<file path="config.mk">
export PLATFORM = sky130hd
export DESIGN_NAME = clk_period_meter
export DESIGN_NICKNAME = d
export VERILOG_FILES = /design/src/rtl/clk_period_meter.sv
export SDC_FILE = /design/constraint.sdc
export NUM_CORES = 1
export LEC_CHECK = 0
export CORE_MARGIN = 4
export CORE_UTILIZATION = 45
export DETAILED_ROUTE_END_ITERATION = 6
export GPL_TIMING_DRIVEN = 0
export PLACE_DENSITY = 0.62
export SYNTH_ARGS = -nofsm -noshare
export SYNTH_HDL_FRONTEND = slang
export SYNTH_SLANG_ARGS = --single-unit
</file>
<file path="constraint.sdc">
create_clock -name clk -period 9.1 [get_ports clk]
set_input_delay 1.82 -clock clk [delete_from_list [all_inputs] [get_ports clk]]
set_output_delay 1.82 -clock clk [all_outputs]
set_load 0.005 [all_outputs]
</file>
<file path="src/rtl/clk_period_meter.sv">
// Measures the period of a slow asynchronous signal in clk cycles, rising edge to rising edge.
// A watchdog abandons the measurement after TIMEOUT cycles; results stay sticky until the next start.
module clk_period_meter #(
  parameter int CNT_W       = 27,
  parameter int TIMEOUT     = 100000000,
  parameter int SYNC_STAGES = 2
) (
  input  logic             clk,
  input  logic             rst,
  input  logic             sig_in,
  input  logic             start,
  output logic [CNT_W-1:0] period,
  output logic             valid,
  output logic             busy,
  output logic             timeout_err
);

  localparam logic [1:0] S_IDLE = 2'd0;
  localparam logic [1:0] S_ARM  = 2'd1;
  localparam logic [1:0] S_MEAS = 2'd2;

  localparam logic [CNT_W-1:0] WD_LAST = CNT_W'(TIMEOUT - 1);
  localparam logic [CNT_W-1:0] ONE     = CNT_W'(1);

  logic [SYNC_STAGES-1:0] sync_q;
  logic                   hist_q;
  logic                   rise;

  logic [1:0]       state_q, state_d;
  logic [CNT_W-1:0] cnt_q, cnt_d;
  logic [CNT_W-1:0] wd_q, wd_d;
  logic [CNT_W-1:0] period_q, period_d;
  logic             valid_q, valid_d;
  logic             terr_q, terr_d;

  // History flop runs in every state so a level already high at start never looks like an edge.
  always_ff @(posedge clk or posedge rst) begin
    if (rst) begin
      sync_q <= '0;
      hist_q <= 1'b0;
    end else begin
      sync_q <= {sync_q[SYNC_STAGES-2:0], sig_in};
      hist_q <= sync_q[SYNC_STAGES-1];
    end
  end

  assign rise = sync_q[SYNC_STAGES-1] & ~hist_q;

  always_comb begin
    state_d  = state_q;
    cnt_d    = cnt_q;
    wd_d     = wd_q;
    period_d = period_q;
    valid_d  = valid_q;
    terr_d   = terr_q;
    case (state_q)
      S_IDLE: begin
        if (start) begin
          state_d = S_ARM;
          valid_d = 1'b0;
          terr_d  = 1'b0;
          wd_d    = '0;
        end
      end
      S_ARM: begin
        wd_d = wd_q + ONE;
        if (wd_q == WD_LAST) begin
          state_d = S_IDLE;
          terr_d  = 1'b1;
        end else if (rise) begin
          state_d = S_MEAS;
          cnt_d   = ONE;
        end
      end
      S_MEAS: begin
        wd_d = wd_q + ONE;
        // A completing edge on the last watchdog cycle still counts as a good measurement.
        if (rise) begin
          state_d  = S_IDLE;
          period_d = cnt_q;
          valid_d  = 1'b1;
        end else if (wd_q == WD_LAST) begin
          state_d = S_IDLE;
          terr_d  = 1'b1;
        end else begin
          cnt_d = cnt_q + ONE;
        end
      end
      default: state_d = S_IDLE;
    endcase
  end

  always_ff @(posedge clk or posedge rst) begin
    if (rst) begin
      state_q  <= S_IDLE;
      cnt_q    <= '0;
      wd_q     <= '0;
      period_q <= '0;
      valid_q  <= 1'b0;
      terr_q   <= 1'b0;
    end else begin
      state_q  <= state_d;
      cnt_q    <= cnt_d;
      wd_q     <= wd_d;
      period_q <= period_d;
      valid_q  <= valid_d;
      terr_q   <= terr_d;
    end
  end

  assign period      = period_q;
  assign valid       = valid_q;
  assign timeout_err = terr_q;
  assign busy        = (state_q == S_ARM) || (state_q == S_MEAS);

endmodule

</file>
==> qor.csv, run 1 <==
stage;metric;value;unit
place;Post-DP HPWL;6.10;mm
setup_path;worst path cell trace;inv_1 > ha_1 > clkdlybuf4s50_1;
timing;final hold vios;0;
timing;clock skew;13.2;ps
layout;share of cells above drive strength 1;12.7;%
setup_path;cell family with most CP delay;buffers and inverters;
layout;ANT cells;0;
setup_path;crit path max fanout;7;
drt;1st-iter DRT viols;135;
power;share of power burned in the clock network;28.3;%
layout;design area;4930;µm²
floorplan;Initial Util;46.1;%
setup_path;Critical path buffers and inverters;2;
place;routability cong.;0.784;
synthesis;EDFF count, synth;0;
clocking;Resize count post-CTS;0;
layout;most frequent cells in the layout;dfrtp_1 (88), nor2_1 (35), clkdlybuf4s50_1 (33);
synthesis;register area share after synthesis;51.9;%
power;Power Total;918;µW
power;Cell Pwr Density;186;nW/µm²
synthesis;FFs w/ async S/R, synth;100;%
flow_run;Max-Cap Viols;0;
drt;DR pass1 iterations;4;
outcome;status;finished, final reports clean;
floorplan;boundary pin count;34;
timing;worst slew pin tran;592;ps
setup_path;critical path startpoint category;flip-flop;
global_routing;Global Route Usage Sum;17.1;%
place;pre-CTS WS;5180;ps
global_routing;largest net degree at the start of global routing;55;
synthesis;Yosys warning count;0;
power;Pint;607;µW
floorplan;die width;105;µm
drt;DR vias;3193;
floorplan;row count;35;
drt;drc violations;0;
layout;commonest non-fill, non-tap cell in the layout;dfrtp_1;
layout;area delta synth->final;16.2;%
timing;setup violators final;0;
drt;Post-DRT Antenna Nets;0;
setup_path;Critical Path RT;7280;ps
place;DP Area;4740;µm²
global_routing;global-route wire length before repair;15.5;mm
clocking;worst-skew pair later-pin latency;360;ps
timing;post-route clock period utilization;40.0;%
setup_path;Critical Path End Type;output pin;
clocking;post-CTS setup buffer count;0;
timing;pins over their slew limit;0;
timing;setup TNS;0;ps
synthesis;flops & latches, synth;88;
place;port bufs;33;
timing;Max Clk Rate;275;MHz
clocking;Clock Sinks;88;
global_routing;grt ovf;0;
synthesis;Main synth FF type;dfrtp_1;
floorplan;die height;105;µm
synthesis;library cells used by synthesis;47;
clocking;Max Root-Sink Buffers;2;
timing;relative slew slack;60.5;%
drt;DR WL/cell;15.5;µm
drt;Via density;5.62;
clocking;CTS buffer count;9;
clocking;CTS tree;yes;
power;logic gate share of total power;24.9;%
power;switching share of power;33.9;%
drt;WL final;8.78;mm
timing;RSZ-0062 raised after global routing;no;
clocking;hold_buf cts;0;
power;maximum VDD drop;0.000112;V
floorplan;die footprint;11000;µm²
setup_path;Setup Crit Path Kind;reg -> out;
floorplan;Placeable Area;9200;µm²
timing;Worst Setup Slack, final;5460;ps
setup_path;CP max stage delay;550;ps
min_path;Hold Path Class;reg -> reg;
power;Sequential Power Share;46.8;%
timing;crit path time final;3640;ps
clocking;Clk pin slew, worst setup/hold paths;80;ps
synthesis;Cells after Synth;407;
power;sw power;311;µW
layout;final core utilization;53.6;%
clocking;Clock H-tree levels;3;
layout;fin nets;462;
synthesis;post-synthesis cell area;4240;µm²
synthesis;synthesized net count;417;
global_routing;vias in the first global route;3100;
power;Leak;0.00207;µW
synthesis;Avg Cell Area, Syn;10.4;µm²
setup_path;Crit path arrival time;1820;ps
setup_path;Slowest cell on crit path;clkdlybuf4s50_1;
clocking;Clock Tree Root;clkbuf_8;
global_routing;initial antenna violation count;0;
## metal layers
layer	wire length (µm)	vias to the layer above	GRT usage [%]	share of wire (%)
met2	3940	71	25.3	45
met3	367	15	3.27	4.2
li1	-	1559	-	-
met1	4310	1548	24.6	49
met5	0	-	0	0
met4	160	0	6.65	1.8
## final cells by class
class                           instances  area (µm²)
Inverter                               13        51.3
Clock inverter                          5        38.8
Timing Repair Buffer                   34         358
Fill cell                             822        4260
Clock buffer                           11         151
Sequential cell                        88        2200
Tap cell                              111         139
Buffer                                 16        63.8
Multi-Input combinational cell        290        1930
## stage by stage
step                      hold slack [ps]  std cells
after global routing                  404        568
after CTS                             394        568
after global placement                369        551
final                                 398        568
after detailed placement              373        552
after floorplan                       331        407
## flip-flops by register name, indices dropped and copies added (netlist names)
signal and cells:
sync_q 2, wd_q 27, valid 1, period 27
state_q 2, hist_q 1, timeout_err 1, cnt_q 27
## kinds of logic (layout without fill, tap and decap cells)
logic type / count (synthesis) / after routing / synth area share (%)
xor+xnor: 21 / 21 / 4.33
fa+ha+maj: 6 / 6 / 1.77
simple gates: 155 / 155 / 20.9
mux: 27 / 27 / 7.13
compound gates: 81 / 81 / 11.4
flops: 88 / 88 / 51.9
buf+inv: 29 / 79 / 2.65
## worst reg2reg max path: stages (launching register included)
cell	delay, ps
dfrtp_1	450
nor4bb_1	330
nand4_1	320
o21ai_1	520
clkbuf_1	390
o21ai_0	150
o41ai_1	90
## cells in the mapped netlist, types with 6 or more instances
master,count,area share (%)
o31ai_1,12,2.1
inv_1,13,1.1
a21oi_1,19,2.2
nand4_1,10,1.5
xnor2_1,18,3.7
nand3_1,17,2.0
o21ai_0,31,3.7
nand2_1,26,2.3
nor2_1,35,3.1
clkbuf_1,13,1.1
nor4_1,7,1.0
nor3_1,6,0.71
ha_1,6,1.8
mux2_2,26,6.9
dfrtp_1,88,52
or3_1,13,1.9
## final timing paths
check | startpoint | to | slack (ps) | cells past startpoint
setup reg to reg | wd_q[10]$_DFFE_PP0P_ | cnt_q[9]$_DFFE_PP0P_ | 6750 | 6
hold / removal | sync_q[1]$_DFF_PP0_ | hist_q$_DFF_PP0_ | 400 | 0
min in group asynchronous | rst | period[19]$_DFFE_PP0P_ | 1830 | 2
setup / recovery | state_q[1]$_DFFE_PP0P_ | busy | 5460 | 3
hold reg to reg | sync_q[1]$_DFF_PP0_ | hist_q$_DFF_PP0_ | 400 | 0
max in group asynchronous | rst | cnt_q[1]$_DFFE_PP0P_ | 6660 | 3
## power groups by stage
stage                     clock network (µW)  registers, µW  logic [µW]
after detailed placement                   0            437         232
after global placement                     0            436         226
after global routing                     282            432         262
after floorplan                            0            433         156
after CTS                                268            429         232
final                                    260            430         228
Note: power is estimated with default switching activity, not from simulation.
==> run 2, diff against run 1 <==
--- a/config.mk
+++ b/config.mk
@@ -9,7 +9,7 @@
 export CORE_UTILIZATION = 45
 export DETAILED_ROUTE_END_ITERATION = 6
 export GPL_TIMING_DRIVEN = 0
-export PLACE_DENSITY = 0.62
+export PLACE_DENSITY = 0.65
 export SYNTH_ARGS = -nofsm -noshare
 export SYNTH_HDL_FRONTEND = slang
 export SYNTH_SLANG_ARGS = --single-unit
==> constraint.sdc (replaced) <==
create_clock -name clk -period 3 [get_ports clk]
set_input_delay 0.6 -clock clk [delete_from_list [all_inputs] [get_ports clk]]
set_output_delay 0.6 -clock clk [all_outputs]
set_load 0.005 [all_outputs]
==> run 2 against run 1 <==
Count of clock-buffer cells in the layout decreased by 2. Combinational power rose to 3.1 times the previous value. Final area fell by 0.33%. Clock skew shrank 4.2 ps. Routed wire length is 2.4% lower. Sequential share of layout area is 0.15 points higher. Die area stayed put. Non-clock buffer count is the same. Clock power grew to 2.9 times the previous value. Utilization shrank 0.18 points. Critical path depth rose by 4. Critical path type is now reg -> reg. Largest power group unchanged.
==> qor.csv, run 2 (synthesized netlist as in run 1, its figures left out) <==
stage;metric;value;unit
outcome;status;finished, final reports clean;
timing;pins over their slew limit;0;
timing;Worst Setup Slack, final;598;ps
timing;Max Clk Rate;416;MHz
global_routing;grt ovf;0;
clocking;Clock H-tree levels;3;
global_routing;vias in the first global route;3154;
setup_path;Critical path buffers and inverters;1;
layout;footprint of the multi-input gates;1930;µm²
drt;drc violations;0;
setup_path;Setup Crit Path Kind;reg -> reg;
clocking;Resize count post-CTS;0;
floorplan;die width;105;µm
setup_path;Critical Path End Type;flip-flop;
power;Leak;0.00207;µW
min_path;Hold Path Class;reg -> reg;
place;placed insts;552;
setup_path;cell family with most CP delay;simple AND/OR/NAND/NOR gates;
floorplan;boundary pin count;34;
setup_path;critical path startpoint category;flip-flop;
timing;setup TNS;0;ps
drt;Post-DRT Antenna Nets;0;
clocking;CTS buffer count;9;
clocking;CTS tree;yes;
drt;DR WL/cell;15.1;µm
layout;share of cells above drive strength 1;12.3;%
layout;most frequent cells in the layout;dfrtp_1 (88), nor2_1 (35), clkdlybuf4s50_1 (33);
timing;RSZ-0062 raised after global routing;no;
floorplan;die height;105;µm
floorplan;Initial Util;46.1;%
floorplan;die footprint;11000;µm²
setup_path;Critical Path RT;3270;ps
clocking;worst-skew pair later-pin latency;350;ps
global_routing;global-route wire length before repair;15.0;mm
power;Cell Pwr Density;562;nW/µm²
setup_path;Crit path arrival time;2670;ps
timing;relative slew slack;59.8;%
layout;ANT cells;0;
clocking;hold_buf cts;0;
clocking;Clock Tree Root;clkbuf_8;
layout;area taken by flip-flops and latches;2200;µm²
power;maximum VDD drop;0.000332;V
clocking;Max Root-Sink Buffers;2;
place;Post-DP HPWL;6.06;mm
setup_path;crit path max fanout;8;
timing;crit path time final;2400;ps
timing;final hold vios;0;
layout;FILL cells;825;
floorplan;row count;35;
layout;area delta synth->final;15.9;%
drt;1st-iter DRT viols;136;
drt;WL final;8.56;mm
global_routing;initial antenna violation count;0;
timing;clock skew;9.02;ps
clocking;post-CTS setup buffer count;0;
timing;worst slew pin tran;603;ps
drt;DR vias;3203;
drt;Via density;5.66;
setup_path;worst path cell trace;inv_1 > ha_1 > nor4bb_1 > o21bai_1 > o21ai_1 > or4_1 > a21oi_1;
flow_run;Max-Cap Viols;0;
timing;setup violators final;0;
layout;commonest non-fill, non-tap cell in the layout;dfrtp_1;
place;pre-CTS WS;300;ps
layout;fin nets;462;
timing;post-route clock period utilization;80.1;%
place;routability cong.;0.782;
setup_path;CP max stage delay;560;ps
clocking;Clock Sinks;88;
layout;Final Non-Filler Cells;566;
place;port bufs;33;
global_routing;Global Route Usage Sum;16.6;%
floorplan;Placeable Area;9200;µm²
clocking;Clk pin slew, worst setup/hold paths;80;ps
setup_path;Slowest cell on crit path;or4_1;
drt;DR pass1 iterations;4;
global_routing;largest net degree at the start of global routing;53;
## run 2: changes by cell type in the layout (fill, tap and decap cells not counted), sizes merged
cell,change
clkinvlp,-1
bufinv,+1
inv,-2
clkinv,+2
clkbuf,-2
## run 2: stage by stage
step                      hold slack (ps)  area [µm²]  total power, µW  utilization, %
after floorplan                       331        4240             1780               -
after global placement                368        4710             2000            51.3
after detailed placement              369        4740             2030            51.6
after CTS                             387        4920             2800            53.5
after global routing                  399        4920             2950            53.5
final                                 386        4920             2760            53.5
## run 2: final timing paths
check / from / endpoint / slack (ps) / cells after the start
max: state_q[0]$_DFFE_PP0P_ / cnt_q[19]$_DFFE_PP0P_ / 600 / 7
min: sync_q[1]$_DFF_PP0_ / hist_q$_DFF_PP0_ / 390 / 0
max reg2reg: state_q[0]$_DFFE_PP0P_ / cnt_q[19]$_DFFE_PP0P_ / 600 / 7
min reg2reg: sync_q[1]$_DFF_PP0_ / hist_q$_DFF_PP0_ / 390 / 0
max in group asynchronous: rst / cnt_q[2]$_DFFE_PP0P_ / 1760 / 3
min in group asynchronous: rst / period[21]$_DFFE_PP0P_ / 630 / 2
## run 2: metal layers
| metal | up-vias | routed length [µm] | global-route usage (%) |
|---|---|---|---|
| met2 | 40 | 3910 | 25.2 |
| met1 | 1589 | 4260 | 23.5 |
| met4 | 0 | 111 | 6.00 |
| li1 | 1563 | - | - |
| met3 | 11 | 275 | 3.21 |
| met5 | - | 0 | 0 |
## run 2: worst register-to-register path: cells and delay by family, from the launching register on
kind	cells	cell delay (ps)
buffers and inverters	1	90
adders and majority gates	1	260
AOI/OAI and AO/OA	3	650
and+or+nand+nor	2	930
DFF	1	390
## run 2: report_power, final
group          switching, µW  leakage (µW)  internal (µW)
combinational            454      0.000761            244
sequential              57.3       0.00121           1250
clock                    391     0.0000945            370
total                    903       0.00207           1860
## run 2: area by class of cell
cell class              count  area share, %
inverters                  13           1.04
multi-input cells         290           39.2
well taps                 111           2.82
repair buffers             34           7.28
plain buffers              16           1.30
flip-flops and latches     88           44.8
clock buffers               9           2.52
clock inverters             5           1.02
